`config.mk`:
```
export PLATFORM = sky130hd
export DESIGN_NAME = zombie_round_sched_flat
export DESIGN_NICKNAME = d
export VERILOG_FILES = /design/src/rtl/zombie_round_sched_pkg.sv /design/src/rtl/zombie_round_sched_if.sv /design/src/rtl/zombie_round_sched_hit_judge.sv /design/src/rtl/zombie_round_sched.sv /design/src/flat_wrapper.sv
export SDC_FILE = /design/constraint.sdc
export NUM_CORES = 1
export LEC_CHECK = 0
export BUFFER_PORTS_ARGS = -buffer_cell sky130_fd_sc_hd__buf_2
export CAP_MARGIN = 0
export CORE_ASPECT_RATIO = 1.25
export CORE_UTILIZATION = 40
export DETAILED_ROUTE_END_ITERATION = 7
export PLACE_DENSITY = 0.55
export REMOVE_ABC_BUFFERS = 1
export SETUP_SLACK_MARGIN = 0.15
export SYNTH_ARGS = -nofsm -noshare
export SYNTH_HDL_FRONTEND = slang
export SYNTH_SLANG_ARGS = --single-unit
```
`constraint.sdc`:
```
create_clock -name clk -period 3.1 [get_ports clk]
set_input_delay 0 -clock clk [delete_from_list [all_inputs] [get_ports clk]]
set_output_delay 0 -clock clk [all_outputs]
set_load 0.1 [all_outputs]
```
`src/rtl/zombie_round_sched_pkg.sv`:
```
// Shared types and constants for the punch-zombie round scheduler.
//   state_t      : round controller states
//   NUM_LANES    : number of zombie lanes / punch buttons
//   DEF_*        : default timing and game constants
//   lane_onehot  : lane index to one-hot lane mask
//   lives_thermo : lives count to thermometer LED pattern
package zombie_round_sched_pkg;

    localparam int NUM_LANES         = 3;
    localparam int DEF_UP_TICKS      = 48;
    localparam int DEF_UP_MIN        = 12;
    localparam int DEF_UP_STEP       = 4;
    localparam int DEF_SPEEDUP_EVERY = 4;
    localparam int DEF_GAP_TICKS     = 8;
    localparam int DEF_LIVES         = 3;
    localparam int DEF_SCORE_W       = 8;

    typedef enum logic [2:0] {
        IDLE   = 3'd0,
        REQ    = 3'd1,
        SAMPLE = 3'd2,
        UP     = 3'd3,
        GAP    = 3'd4,
        OVER   = 3'd5
    } state_t;

    // Index 3 has no lane and maps to an all-zero mask.
    function automatic logic [NUM_LANES-1:0] lane_onehot(input logic [1:0] idx);
        logic [NUM_LANES-1:0] mask;
        for (int i = 0; i < NUM_LANES; i++) begin
            mask[i] = (idx == 2'(i));
        end
        return mask;
    endfunction

    function automatic logic [2:0] lives_thermo(input logic [2:0] n);
        logic [2:0] t;
        for (int k = 0; k < 3; k++) begin
            t[k] = (n > 3'(k));
        end
        return t;
    endfunction

endpackage

```
`src/rtl/zombie_round_sched_if.sv`:
```
// Game-side bundle between the round scheduler and its surroundings.
//   master : drives tick/start/btn/rand_num, observes round status
//   slave  : the scheduler; consumes inputs, drives status and strobes
// Signals: tick (game-time enable), start (start/restart pulse), btn (punch
// buttons, level), rand_num (LFSR value), need_random (random request pulse),
// zombie_up (one-hot raised lane), shift (redraw strobe), ready/gaming/gameover
// (screen mode), score, lives, led (lives thermometer).
interface zombie_round_sched_if #(
    parameter int SCORE_W = 8
) ();
    import zombie_round_sched_pkg::*;

    logic                 tick;
    logic                 start;
    logic [NUM_LANES-1:0] btn;
    logic [1:0]           rand_num;
    logic                 need_random;
    logic [NUM_LANES-1:0] zombie_up;
    logic                 shift;
    logic                 ready;
    logic                 gaming;
    logic                 gameover;
    logic [SCORE_W-1:0]   score;
    logic [2:0]           lives;
    logic [2:0]           led;

    modport master (
        output tick, start, btn, rand_num,
        input  need_random, zombie_up, shift, ready, gaming, gameover,
               score, lives, led
    );

    modport slave (
        input  tick, start, btn, rand_num,
        output need_random, zombie_up, shift, ready, gaming, gameover,
               score, lives, led
    );

endinterface

```
`src/rtl/zombie_round_sched_hit_judge.sv`:
```
// Punch judge: detects rising edges on the buttons and classifies them
// against the currently raised zombie lane.
//   clk, rst  : clock, synchronous active-high reset
//   btn       : debounced buttons (level)
//   zombie_up : one-hot raised lane, or 0
//   hit       : registered, a rise occurred on the raised lane
//   wrong     : registered, a rise occurred on any other lane while a zombie is up
module zombie_round_sched_hit_judge
    import zombie_round_sched_pkg::*;
(
    input  logic                 clk,
    input  logic                 rst,
    input  logic [NUM_LANES-1:0] btn,
    input  logic [NUM_LANES-1:0] zombie_up,
    output logic                 hit,
    output logic                 wrong
);

    logic [NUM_LANES-1:0] btn_prev_reg;
    logic [NUM_LANES-1:0] rise;
    logic                 hit_reg;
    logic                 wrong_reg;

    generate
        for (genvar gi = 0; gi < NUM_LANES; gi++) begin : g_rise
            assign rise[gi] = btn[gi] & ~btn_prev_reg[gi];
        end
    endgenerate

    // With no zombie raised there is nothing to get wrong; this also keeps a
    // press landing on the very edge a zombie appears from costing a life.
    always_ff @(posedge clk) begin
        if (rst) begin
            btn_prev_reg <= '0;
            hit_reg      <= 1'b0;
            wrong_reg    <= 1'b0;
        end else begin
            btn_prev_reg <= btn;
            hit_reg      <= |(rise & zombie_up);
            wrong_reg    <= (|zombie_up) && (|(rise & ~zombie_up));
        end
    end

    assign hit   = hit_reg;
    assign wrong = wrong_reg;

endmodule

```
`src/rtl/zombie_round_sched.sv`:
```
// Round controller for the 3-lane punch-zombie game. Requests a random lane,
// raises a zombie for up_len ticks, judges punches, tracks score and lives,
// speeds up as hits accumulate, and strobes shift whenever the picture changes.
//   clk, rst : shift clock, synchronous active-high reset
//   game     : slave side of zombie_round_sched_if (inputs tick/start/btn/
//              rand_num; registered outputs need_random/zombie_up/shift/
//              ready/gaming/gameover/score/lives/led)
module zombie_round_sched
    import zombie_round_sched_pkg::*;
#(
    parameter int UP_TICKS      = DEF_UP_TICKS,
    parameter int UP_MIN        = DEF_UP_MIN,
    parameter int UP_STEP       = DEF_UP_STEP,
    parameter int SPEEDUP_EVERY = DEF_SPEEDUP_EVERY,
    parameter int GAP_TICKS     = DEF_GAP_TICKS,
    parameter int LIVES         = DEF_LIVES,
    parameter int SCORE_W       = DEF_SCORE_W
) (
    input  logic                clk,
    input  logic                rst,
    zombie_round_sched_if.slave game
);

    localparam int CNT_W = $clog2(UP_TICKS + UP_MIN + UP_STEP + GAP_TICKS + 1);
    localparam int HIT_W = $clog2(SPEEDUP_EVERY + 1);

    state_t               state_reg, state_next;
    logic [CNT_W-1:0]     cnt_reg, cnt_next;        // up-time or gap tick counter
    logic [CNT_W-1:0]     up_len_reg, up_len_next;
    logic [HIT_W-1:0]     hit_cnt_reg, hit_cnt_next;
    logic [SCORE_W-1:0]   score_reg, score_next;
    logic [2:0]           lives_reg, lives_next;
    logic [NUM_LANES-1:0] zombie_reg, zombie_next;
    logic                 shift_reg, shift_next;
    logic                 need_random_reg;
    logic                 ready_reg;
    logic                 gaming_reg;
    logic                 gameover_reg;
    logic [2:0]           led_reg;

    logic hit;
    logic wrong;
    logic timeout;

    zombie_round_sched_hit_judge u_judge (
        .clk       (clk),
        .rst       (rst),
        .btn       (game.btn),
        .zombie_up (zombie_reg),
        .hit       (hit),
        .wrong     (wrong)
    );

    assign timeout = game.tick && (cnt_reg == up_len_reg - 1'b1);

    always_ff @(posedge clk) begin
        if (rst) begin
            state_reg       <= IDLE;
            cnt_reg         <= '0;
            up_len_reg      <= CNT_W'(UP_TICKS);
            hit_cnt_reg     <= '0;
            score_reg       <= '0;
            lives_reg       <= 3'(LIVES);
            zombie_reg      <= '0;
            shift_reg       <= 1'b0;
            need_random_reg <= 1'b0;
            ready_reg       <= 1'b1;
            gaming_reg      <= 1'b0;
            gameover_reg    <= 1'b0;
            led_reg         <= lives_thermo(3'(LIVES));
        end else begin
            state_reg       <= state_next;
            cnt_reg         <= cnt_next;
            up_len_reg      <= up_len_next;
            hit_cnt_reg     <= hit_cnt_next;
            score_reg       <= score_next;
            lives_reg       <= lives_next;
            zombie_reg      <= zombie_next;
            shift_reg       <= shift_next;
            // Mode outputs follow the next state so they change on the same
            // edge as the state itself.
            need_random_reg <= (state_next == REQ);
            ready_reg       <= (state_next == IDLE);
            gameover_reg    <= (state_next == OVER);
            gaming_reg      <= (state_next != IDLE) && (state_next != OVER);
            led_reg         <= lives_thermo(lives_next);
        end
    end

    always_comb begin
        state_next   = state_reg;
        cnt_next     = cnt_reg;
        up_len_next  = up_len_reg;
        hit_cnt_next = hit_cnt_reg;
        score_next   = score_reg;
        lives_next   = lives_reg;
        zombie_next  = zombie_reg;
        shift_next   = 1'b0;

        case (state_reg)
            IDLE, OVER: begin
                // IDLE keeps the game re-initialised; OVER holds its final
                // score until a restart clears it on the departing edge.
                if (state_reg == IDLE || game.start) begin
                    score_next   = '0;
                    lives_next   = 3'(LIVES);
                    up_len_next  = CNT_W'(UP_TICKS);
                    hit_cnt_next = '0;
                    cnt_next     = '0;
                end
                if (game.start) begin
                    state_next = REQ;
                end
            end

            REQ: begin
                state_next = SAMPLE;
            end

            SAMPLE: begin
                if (game.rand_num != 2'd3) begin
                    zombie_next = lane_onehot(game.rand_num);
                    shift_next  = 1'b1;
                    cnt_next    = '0;
                    state_next  = UP;
                end else begin
                    state_next = REQ;
                end
            end

            UP: begin
                if (wrong || hit || timeout) begin
                    zombie_next = '0;
                    shift_next  = 1'b1;
                    cnt_next    = '0;
                    if (!wrong && hit) begin
                        if (score_reg != '1) begin
                            score_next = score_reg + 1'b1;
                        end
                        if (hit_cnt_reg == HIT_W'(SPEEDUP_EVERY - 1)) begin
                            hit_cnt_next = '0;
                            if (up_len_reg >= CNT_W'(UP_MIN + UP_STEP)) begin
                                up_len_next = up_len_reg - CNT_W'(UP_STEP);
                            end else begin
                                up_len_next = CNT_W'(UP_MIN);
                            end
                        end else begin
                            hit_cnt_next = hit_cnt_reg + 1'b1;
                        end
                        state_next = GAP;
                    end else begin
                        lives_next = lives_reg - 1'b1;
                        state_next = (lives_reg == 3'd1) ? OVER : GAP;
                    end
                end else if (game.tick) begin
                    cnt_next = cnt_reg + 1'b1;
                end
            end

            GAP: begin
                if (game.tick) begin
                    if (cnt_reg == CNT_W'(GAP_TICKS - 1)) begin
                        cnt_next   = '0;
                        state_next = REQ;
                    end else begin
                        cnt_next = cnt_reg + 1'b1;
                    end
                end
            end

            default: begin
                state_next = IDLE;
            end
        endcase
    end

    assign game.need_random = need_random_reg;
    assign game.zombie_up   = zombie_reg;
    assign game.shift       = shift_reg;
    assign game.ready       = ready_reg;
    assign game.gaming      = gaming_reg;
    assign game.gameover    = gameover_reg;
    assign game.score       = score_reg;
    assign game.lives       = lives_reg;
    assign game.led         = led_reg;

endmodule

```
`src/flat_wrapper.sv`:
```
// flat-port wrapper written by rule: the top's interface ports become plain ports
module zombie_round_sched_flat import zombie_round_sched_pkg::*;
#(
    parameter int UP_TICKS      = DEF_UP_TICKS,
    parameter int UP_MIN        = DEF_UP_MIN,
    parameter int UP_STEP       = DEF_UP_STEP,
    parameter int SPEEDUP_EVERY = DEF_SPEEDUP_EVERY,
    parameter int GAP_TICKS     = DEF_GAP_TICKS,
    parameter int LIVES         = DEF_LIVES,
    parameter int SCORE_W       = DEF_SCORE_W
)
  (clk, rst, game_tick, game_start, game_btn, game_rand_num, game_need_random, game_zombie_up, game_shift, game_ready, game_gaming, game_gameover, game_score, game_lives, game_led);
  zombie_round_sched_if #(.SCORE_W(SCORE_W)) game_i ();
  input  logic clk;
  input  logic rst;
  input wire logic [$bits(game_i.tick)-1:0] game_tick;
  input wire logic [$bits(game_i.start)-1:0] game_start;
  input wire logic [$bits(game_i.btn)-1:0] game_btn;
  input wire logic [$bits(game_i.rand_num)-1:0] game_rand_num;
  output wire logic [$bits(game_i.need_random)-1:0] game_need_random;
  output wire logic [$bits(game_i.zombie_up)-1:0] game_zombie_up;
  output wire logic [$bits(game_i.shift)-1:0] game_shift;
  output wire logic [$bits(game_i.ready)-1:0] game_ready;
  output wire logic [$bits(game_i.gaming)-1:0] game_gaming;
  output wire logic [$bits(game_i.gameover)-1:0] game_gameover;
  output wire logic [$bits(game_i.score)-1:0] game_score;
  output wire logic [$bits(game_i.lives)-1:0] game_lives;
  output wire logic [$bits(game_i.led)-1:0] game_led;
  assign game_i.tick = game_tick;
  assign game_i.start = game_start;
  assign game_i.btn = game_btn;
  assign game_i.rand_num = game_rand_num;
  assign game_need_random = game_i.need_random;
  assign game_zombie_up = game_i.zombie_up;
  assign game_shift = game_i.shift;
  assign game_ready = game_i.ready;
  assign game_gaming = game_i.gaming;
  assign game_gameover = game_i.gameover;
  assign game_score = game_i.score;
  assign game_lives = game_i.lives;
  assign game_led = game_i.led;
  zombie_round_sched #(.UP_TICKS(UP_TICKS), .UP_MIN(UP_MIN), .UP_STEP(UP_STEP), .SPEEDUP_EVERY(SPEEDUP_EVERY), .GAP_TICKS(GAP_TICKS), .LIVES(LIVES), .SCORE_W(SCORE_W)) u_core (.clk(clk), .rst(rst), .game(game_i));
endmodule
```
==> results of run 1 <==
[critical path, stage by stage, from the launching register on]
cell,delay (ns)
dfxtp_1,0.38
inv_1,0.10
ha_1,0.33
xnor2_1,0.13
or4_4,0.54
nor4_4,0.33
o211ai_1,0.14
mux2i_1,0.17
a2111o_1,0.35
[kinds of logic (layout without fill, tap and decap cells)]
family          after synthesis  after routing
simple gates                131            131
buf+inv                      19             52
compound gates               52             52
flops                        45             45
xor+xnor                     15             15
mux                           6              6
fa+ha+maj                     8              8
[power by group through the flow]
stage	clock (mW)	combinational (mW)	sequential, mW
4_1_cts	0.450	0.220	0.616
3_5_place_dp	0	0.217	0.630
2_1_floorplan	0	0.107	0.689
5_1_grt	0.467	0.238	0.619
3_3_place_gp	0	0.217	0.630
6_report	0.433	0.218	0.616
[synth_stat cells, types with 5 or more instances]
cell      instances
dfxtp_1          45
nor2_1           30
nand2_1          21
a21oi_1          17
nand3_1          11
o21ai_0          11
inv_1            10
nor3b_1           9
xnor2_1           9
ha_1              8
nand2b_1          8
nor3_1            8
and3_1            6
mux2i_1           6
nand3b_1          6
and2_1            5
nor2b_1           5
or3_1             5
xor2_1            5
[per-stage QoR]
step	cell area [µm²]	power, mW	hold slack, ns	setup WS, ns
after floorplan	2310	0.796	0.0691	0.634
after global placement	2550	0.847	0.239	0.540
after detailed placement	2550	0.847	0.249	0.511
after CTS	2690	1.29	0.0646	0.501
after global routing	2690	1.32	0.0941	0.355
final	2690	1.27	0.0659	0.521
[routing by layer]
metal / share of wire, % / vias to the layer above / GRT usage (%) / wire (µm)
li1: - / 1037 / - / -
met1: 47 / 944 / 19.0 / 2350
met2: 50 / 33 / 30.7 / 2510
met3: 2.7 / 4 / 3.45 / 135
met4: 0.95 / 0 / 6.91 / 48
met5: 0 / - / 0 / 0
[final cells by class]
type,count,area (µm²),area share (%)
multi-input cells,212,1370,51.1
flip-flops and latches,45,901,33.6
repair buffers,34,188,6.99
well taps,64,80.1,2.98
clock buffers,5,68.8,2.56
inverters,11,41.3,1.54
clock inverters,2,35.0,1.30
[worst max path at each step]
stage	start	end	slack (ns)	cells after the start
after detailed placement	u_core.up_len_reg[2]	u_core.game.led[2]	0.51	8
after floorplan	u_core.up_len_reg[2]	u_core.game.led[2]	0.63	8
final	u_core.up_len_reg[2]	u_core.game.led[2]	0.52	8
after global placement	u_core.up_len_reg[2]	u_core.game.led[2]	0.54	8
after global routing	u_core.up_len_reg[2]	u_core.game.led[2]	0.36	8
after CTS	u_core.up_len_reg[2]	u_core.game.led[2]	0.50	8
[what timing repair did]
action | CTS | global route
gates resized for setup | 0 | 0
hold endpoints to repair | 3 | 0
hold buffers | 3 | 0
==> flow_summary.ini, run 1 <==
[status]
status = finished, final reports clean

[sta]
maxSlewViolCount = 0
worstMarginPinSlew_ns = 0.658
fin_crit_sh_pct = 83.2
max_freq_mhz = 388
setup_viol = 0
rsz0062_at_grt = no
finalSetupTns_ns = 0
fin_crit_ns = 2.58
hold_viol = 0
slew_headroom_pct = 55.9
fin_skew_ns = 0.00731

[finish]
mostFrequentLayoutCells = dfxtp_1, nor2_1, buf_2, nand2_1, a21oi_1
final_common_cell = dfxtp_1
diodes = 0
largest_reg_flops = 8
area_delta_synth_final_pct = 14.3
num-fill-cells = 557
layout.nets = 326
post-route-util_pct = 48.3
drive_gt1_share_pct = 15.9
stdcell_count = 373

[cts]
ctsHtreeMaxLevel = 2
ctsLongestPathBuffers = 2
clkTransAtPathRegs_ns = 0.09
clk_latency_ns = 0.30
cts.sinks = 45
postCtsSetupBuffers = 0
cts_root_buffer = clkbuf_8
numCtsBuffers = 5
cts_tree = done

[drt]
drc_errors = 0
routed_wl_um = 5040
drtPass1Iterations = 4
postRouteAntennaNets = 0
vias = 2018
wl_per_cell_um = 13.5
drt_iter0_drc = 51
viasPerCell = 5.41

[floorplan]
core_um2 = 5560
start_util_pct = 42.3
fp.dieH_um = 87.7
die_x_um = 70.5
rows = 30
die-area_um2 = 6180
pin_count = 31

[yosys]
yosysTopAreaCell = dfxtp_1
synth-seq-cells = 45
synth-simple-area-share_pct = 30.6
ys_warn_count = 0
synth_xor_area_share_pct = 6.23
synth_area_leaders = dfxtp_1, nor2_1, ha_1, a21oi_1, nand2_1
synth_area_per_cell_um2 = 8.51
synth_compound_area_share_pct = 14.8
synthesis.area_um2 = 2350
ys_seq_area_share_pct = 38.4
syn-instance-count = 276
synth_top_area_share_pct = 38.4
synth_top_family_by_area = simple AND/OR/NAND/NOR gates
synth_fa_ha_area_share_pct = 4.26
synthArstFlopShare_pct = 0
synth_edf_count = 0
synth.mux.area_fraction_pct = 2.56
synth.distinct_cells = 52
ys_dominant_reg_cell = dfxtp_1

[min_path]
min-delay-start = game_rand_num[0]
min_to = u_core.game.zombie_up[0]
hp-class = in -> reg
hold_depth = 4

[global_route]
grt_antenna_before_repair = 0
grt_use_total_pct = 16.7
grt-ovfl-total = 0
grt_pass1_vias = 1859
grt_pass1_wl_um = 8210
grt_max_degree = 24

[critical_path]
cp.arrival_ns = 2.77
critPathCaptureType = flip-flop
reg2regPathDepth = 8
cp_max_fo = 4
path_class = reg -> reg
crit_path_start_kind = flip-flop
worst_ep_required_time_ns = 3.29
regToRegSetupSlack_ns = 0.52
timing.rr.start = u_core.up_len_reg[2]
regToRegEndpoint = u_core.game.led[2]

[pwr]
seq_power_share_pct = 48.6
vdd_drop_max_uv = 232
p_leak_nw = 1.06
switchingPower_mw = 0.371
p_per_area_nw_per_um2 = 472
sw_frac_of_total_pct = 29.2
p_comb_share_pct = 17.2
intPower_mw = 0.897
clkPwrFrac_pct = 34.2

[job]
maxCapViolCount = 0

[placed_design]
globalplace.congestion = 0.794
place_hpwl_um = 3580
place_inst = 363
portBuffers = 30
Note: power is estimated with default switching activity, not from simulation.
==> run 2, diff against run 1 <==
Settings changed: ABC_AREA from default to 1, PLACE_DENSITY 0.55 to 0.57.
Clock period 3.1 ns to 2.24 ns, I/O delays scaled along.
==> run 2 against run 1 <==
Critical path depth grew 5. Final area increased by 6.4%. Sequential power is 47% higher. Maximum frequency grew 38%. Area after synthesis grew 3.5%. Via count rose by 13%.
==> flow_summary.ini, run 2 <==
[yosys]
synth_fa_ha_area_share_pct = 4.12
synth_compound_area_share_pct = 13.7
synth_top_family_by_area = simple AND/OR/NAND/NOR gates
ys_dominant_reg_cell = dfxtp_1
syn-instance-count = 349
ys_top_cells_by_count = nand2_1, inv_1, dfxtp_1, nor2_1, nand3_1
yosysMostFrequentCell = nand2_1
synth.mux.area_fraction_pct = 0.412
synthesis.area_um2 = 2430
synth_top_area_share_pct = 37.1
synth_area_leaders = dfxtp_1, nand2_1, inv_1, nand3_1, nor2_1
synth_xor_area_share_pct = 1.80
synth_edf_count = 0
ys_seq_area_share_pct = 37.1
yosysTopAreaCell = dfxtp_1
synth.distinct_cells = 41
synthArstFlopShare_pct = 0
ys_warn_count = 0
synth-seq-cells = 45
synth-simple-area-share_pct = 32.6
synth_area_per_cell_um2 = 6.97

[min_path]
hp-class = in -> reg
hold_depth = 3

[sta]
whs_ns = 0.0142
maxSlewViolCount = 0
fin_skew_ns = 0.00841
rsz0062_at_grt = no
fin_crit_sh_pct = 83.6
finalSetupTns_ns = 0
hold_viol = 0
slew_headroom_pct = 67.5
max_freq_mhz = 534
fin_crit_ns = 1.87
setup_viol = 0
worstMarginPinSlew_ns = 0.491

[pwr]
p_leak_nw = 1.38
p_per_area_nw_per_um2 = 711
vdd_drop_max_uv = 342
p_total_mw = 2.03

[critical_path]
cp_max_fo = 5
crit_path_start_kind = flip-flop
critPathCaptureType = flip-flop
reg2regPathDepth = 13
critical_path.startpoint = u_core.up_len_reg[2]
crit_path_frequent_cell = nor2_1
timing.rr.start = u_core.up_len_reg[2]
crit_family = simple AND/OR/NAND/NOR gates
cp.arrival_ns = 2.07
path_class = reg -> reg
crit_buf_inv = 2
worst_ep_required_time_ns = 2.44
crit_path_cell_trace = inv_2 -> ha_4 -> nor2_1 -> nor2_1 -> nand3_1 -> nor2_2 -> nand4_4 -> nand2_4 -> nand2_1 -> nand2_2 -> inv_1 -> a21oi_1 -> nor2_1
regToRegSetupSlack_ns = 0.37
cp_slowest_cell = dfxtp_2
max_stage_delay_ns = 0.36
worst-path-stages = 13
endpoint = u_core.game.zombie_up[0]
regToRegEndpoint = u_core.game.zombie_up[0]

[placed_design]
portBuffers = 30
place_hpwl_um = 4120
place_inst = 446
globalplace.congestion = 0.816

[floorplan]
rows = 31
start_util_pct = 41.8
die-area_um2 = 6400
core_um2 = 5820
pin_count = 31
die_x_um = 71.7
fp.dieH_um = 89.2

[cts]
clk_latency_ns = 0.30
postCtsSetupBuffers = 0
numCtsBuffers = 5
clkTransAtPathRegs_ns = 0.09
ctsLongestPathBuffers = 2
cts.sinks = 45
cts_root_buffer = clkbuf_8
ctsHtreeMaxLevel = 2
cts_tree = done

[finish]
drive_gt1_share_pct = 19.5
final_common_cell = nand2_1
largest_reg_flops = 8
area_delta_synth_final_pct = 17.6
post-route-util_pct = 49.1
diodes = 0
layout.nets = 407
num-fill-cells = 614
stdcell_count = 456
mostFrequentLayoutCells = nand2_1, inv_1, dfxtp_1, nor2_1, buf_2

[drt]
wl_per_cell_um = 11.9
postRouteAntennaNets = 0
vias = 2280
drtPass1Iterations = 4
drc_errors = 0
drt_iter0_drc = 88
routed_wl_um = 5410
viasPerCell = 5.00

[global_route]
grt_antenna_before_repair = 0
grt_max_degree = 18
grt_pass1_wl_um = 8890
grt-ovfl-total = 0
grt_pass1_vias = 2039
grt_use_total_pct = 17.5

[status]
status = finished, final reports clean

[job]
maxCapViolCount = 0
run 2: how the worst min path moves through the flow:
stage	endpoint	slack [ns]	startpoint
6_report	u_core.game.zombie_up[2]	0.01	game_rand_num[1]
5_1_grt	u_core.game.zombie_up[2]	0.03	game_rand_num[1]
4_1_cts	u_core.game.zombie_up[2]	0.006	game_rand_num[1]
3_5_place_dp	u_core.u_judge.btn_prev_reg[0]	0.23	game_btn[0]
3_3_place_gp	u_core.u_judge.btn_prev_reg[0]	0.23	game_btn[0]
2_1_floorplan	u_core.cnt_reg[1]	0.07	rst
run 2: worst register-to-register path: cells and delay by family, from the launching register on:
kind                       cells  cell delay, ns
AOI/OAI and AO/OA              1            0.12
adders and majority gates      1            0.27
and+or+nand+nor                9            0.86
buffers and inverters          2            0.15
DFF                            1            0.36
run 2: power breakdown:
part / leakage (nW) / internal [mW] / switching, mW
Sequential: 0.367 / 0.854 / 0.0504
Clock: 0.0540 / 0.324 / 0.270
Combinational: 0.958 / 0.150 / 0.382
Total: 1.38 / 1.33 / 0.703
run 2: routing by layer:
layer / global-route usage [%] / up-vias / share of wire [%] / wire length, µm
met2: 30.8 / 36 / 48 / 2590
met3: 3.49 / 2 / 3.1 / 168
met4: 5.88 / 0 / 0.46 / 25
met1: 21.5 / 1030 / 49 / 2630
li1: - / 1212 / - / -
met5: 0 / - / 0 / 0
run 2: repair_timing:
action                                  4_1_cts  5_1_grt
hold endpoints to repair                      3        0
hold buffers                                  3        0
gates resized for setup                       1        9
pin swaps                                     0        3
gates cloned                                  0        0
endpoints found under the setup margin        1       16
run 2: per-stage QoR:
step	worst slack, ns	cell area (µm²)
4_1_cts	0.181	2820
3_5_place_dp	0.156	2690
6_report	0.368	2860
2_1_floorplan	-0.00275	2410
3_3_place_gp	0.245	2690
5_1_grt	0.180	2860
run 2: layout make-up:
cell class / instances / area (µm²) / area share (%)
flip-flops and latches: 45 / 902 / 31.6
repair buffers: 39 / 225 / 7.88
inverters: 60 / 228 / 7.97
multi-input cells: 239 / 1320 / 46.1
clock inverters: 2 / 35.0 / 1.23
well taps: 66 / 82.6 / 2.89
clock buffers: 5 / 68.8 / 2.41
run 2: kinds of logic (layout without fill, tap and decap cells):
family / after synthesis / count (layout)
multiplexers: 1 / 1
flip-flops: 45 / 45
adder cells (fa/ha/maj): 8 / 8
XOR/XNOR: 5 / 5
AND/OR/NAND/NOR: 168 / 168
buffers and inverters: 65 / 106
AO/OA/AOI/OAI: 57 / 57
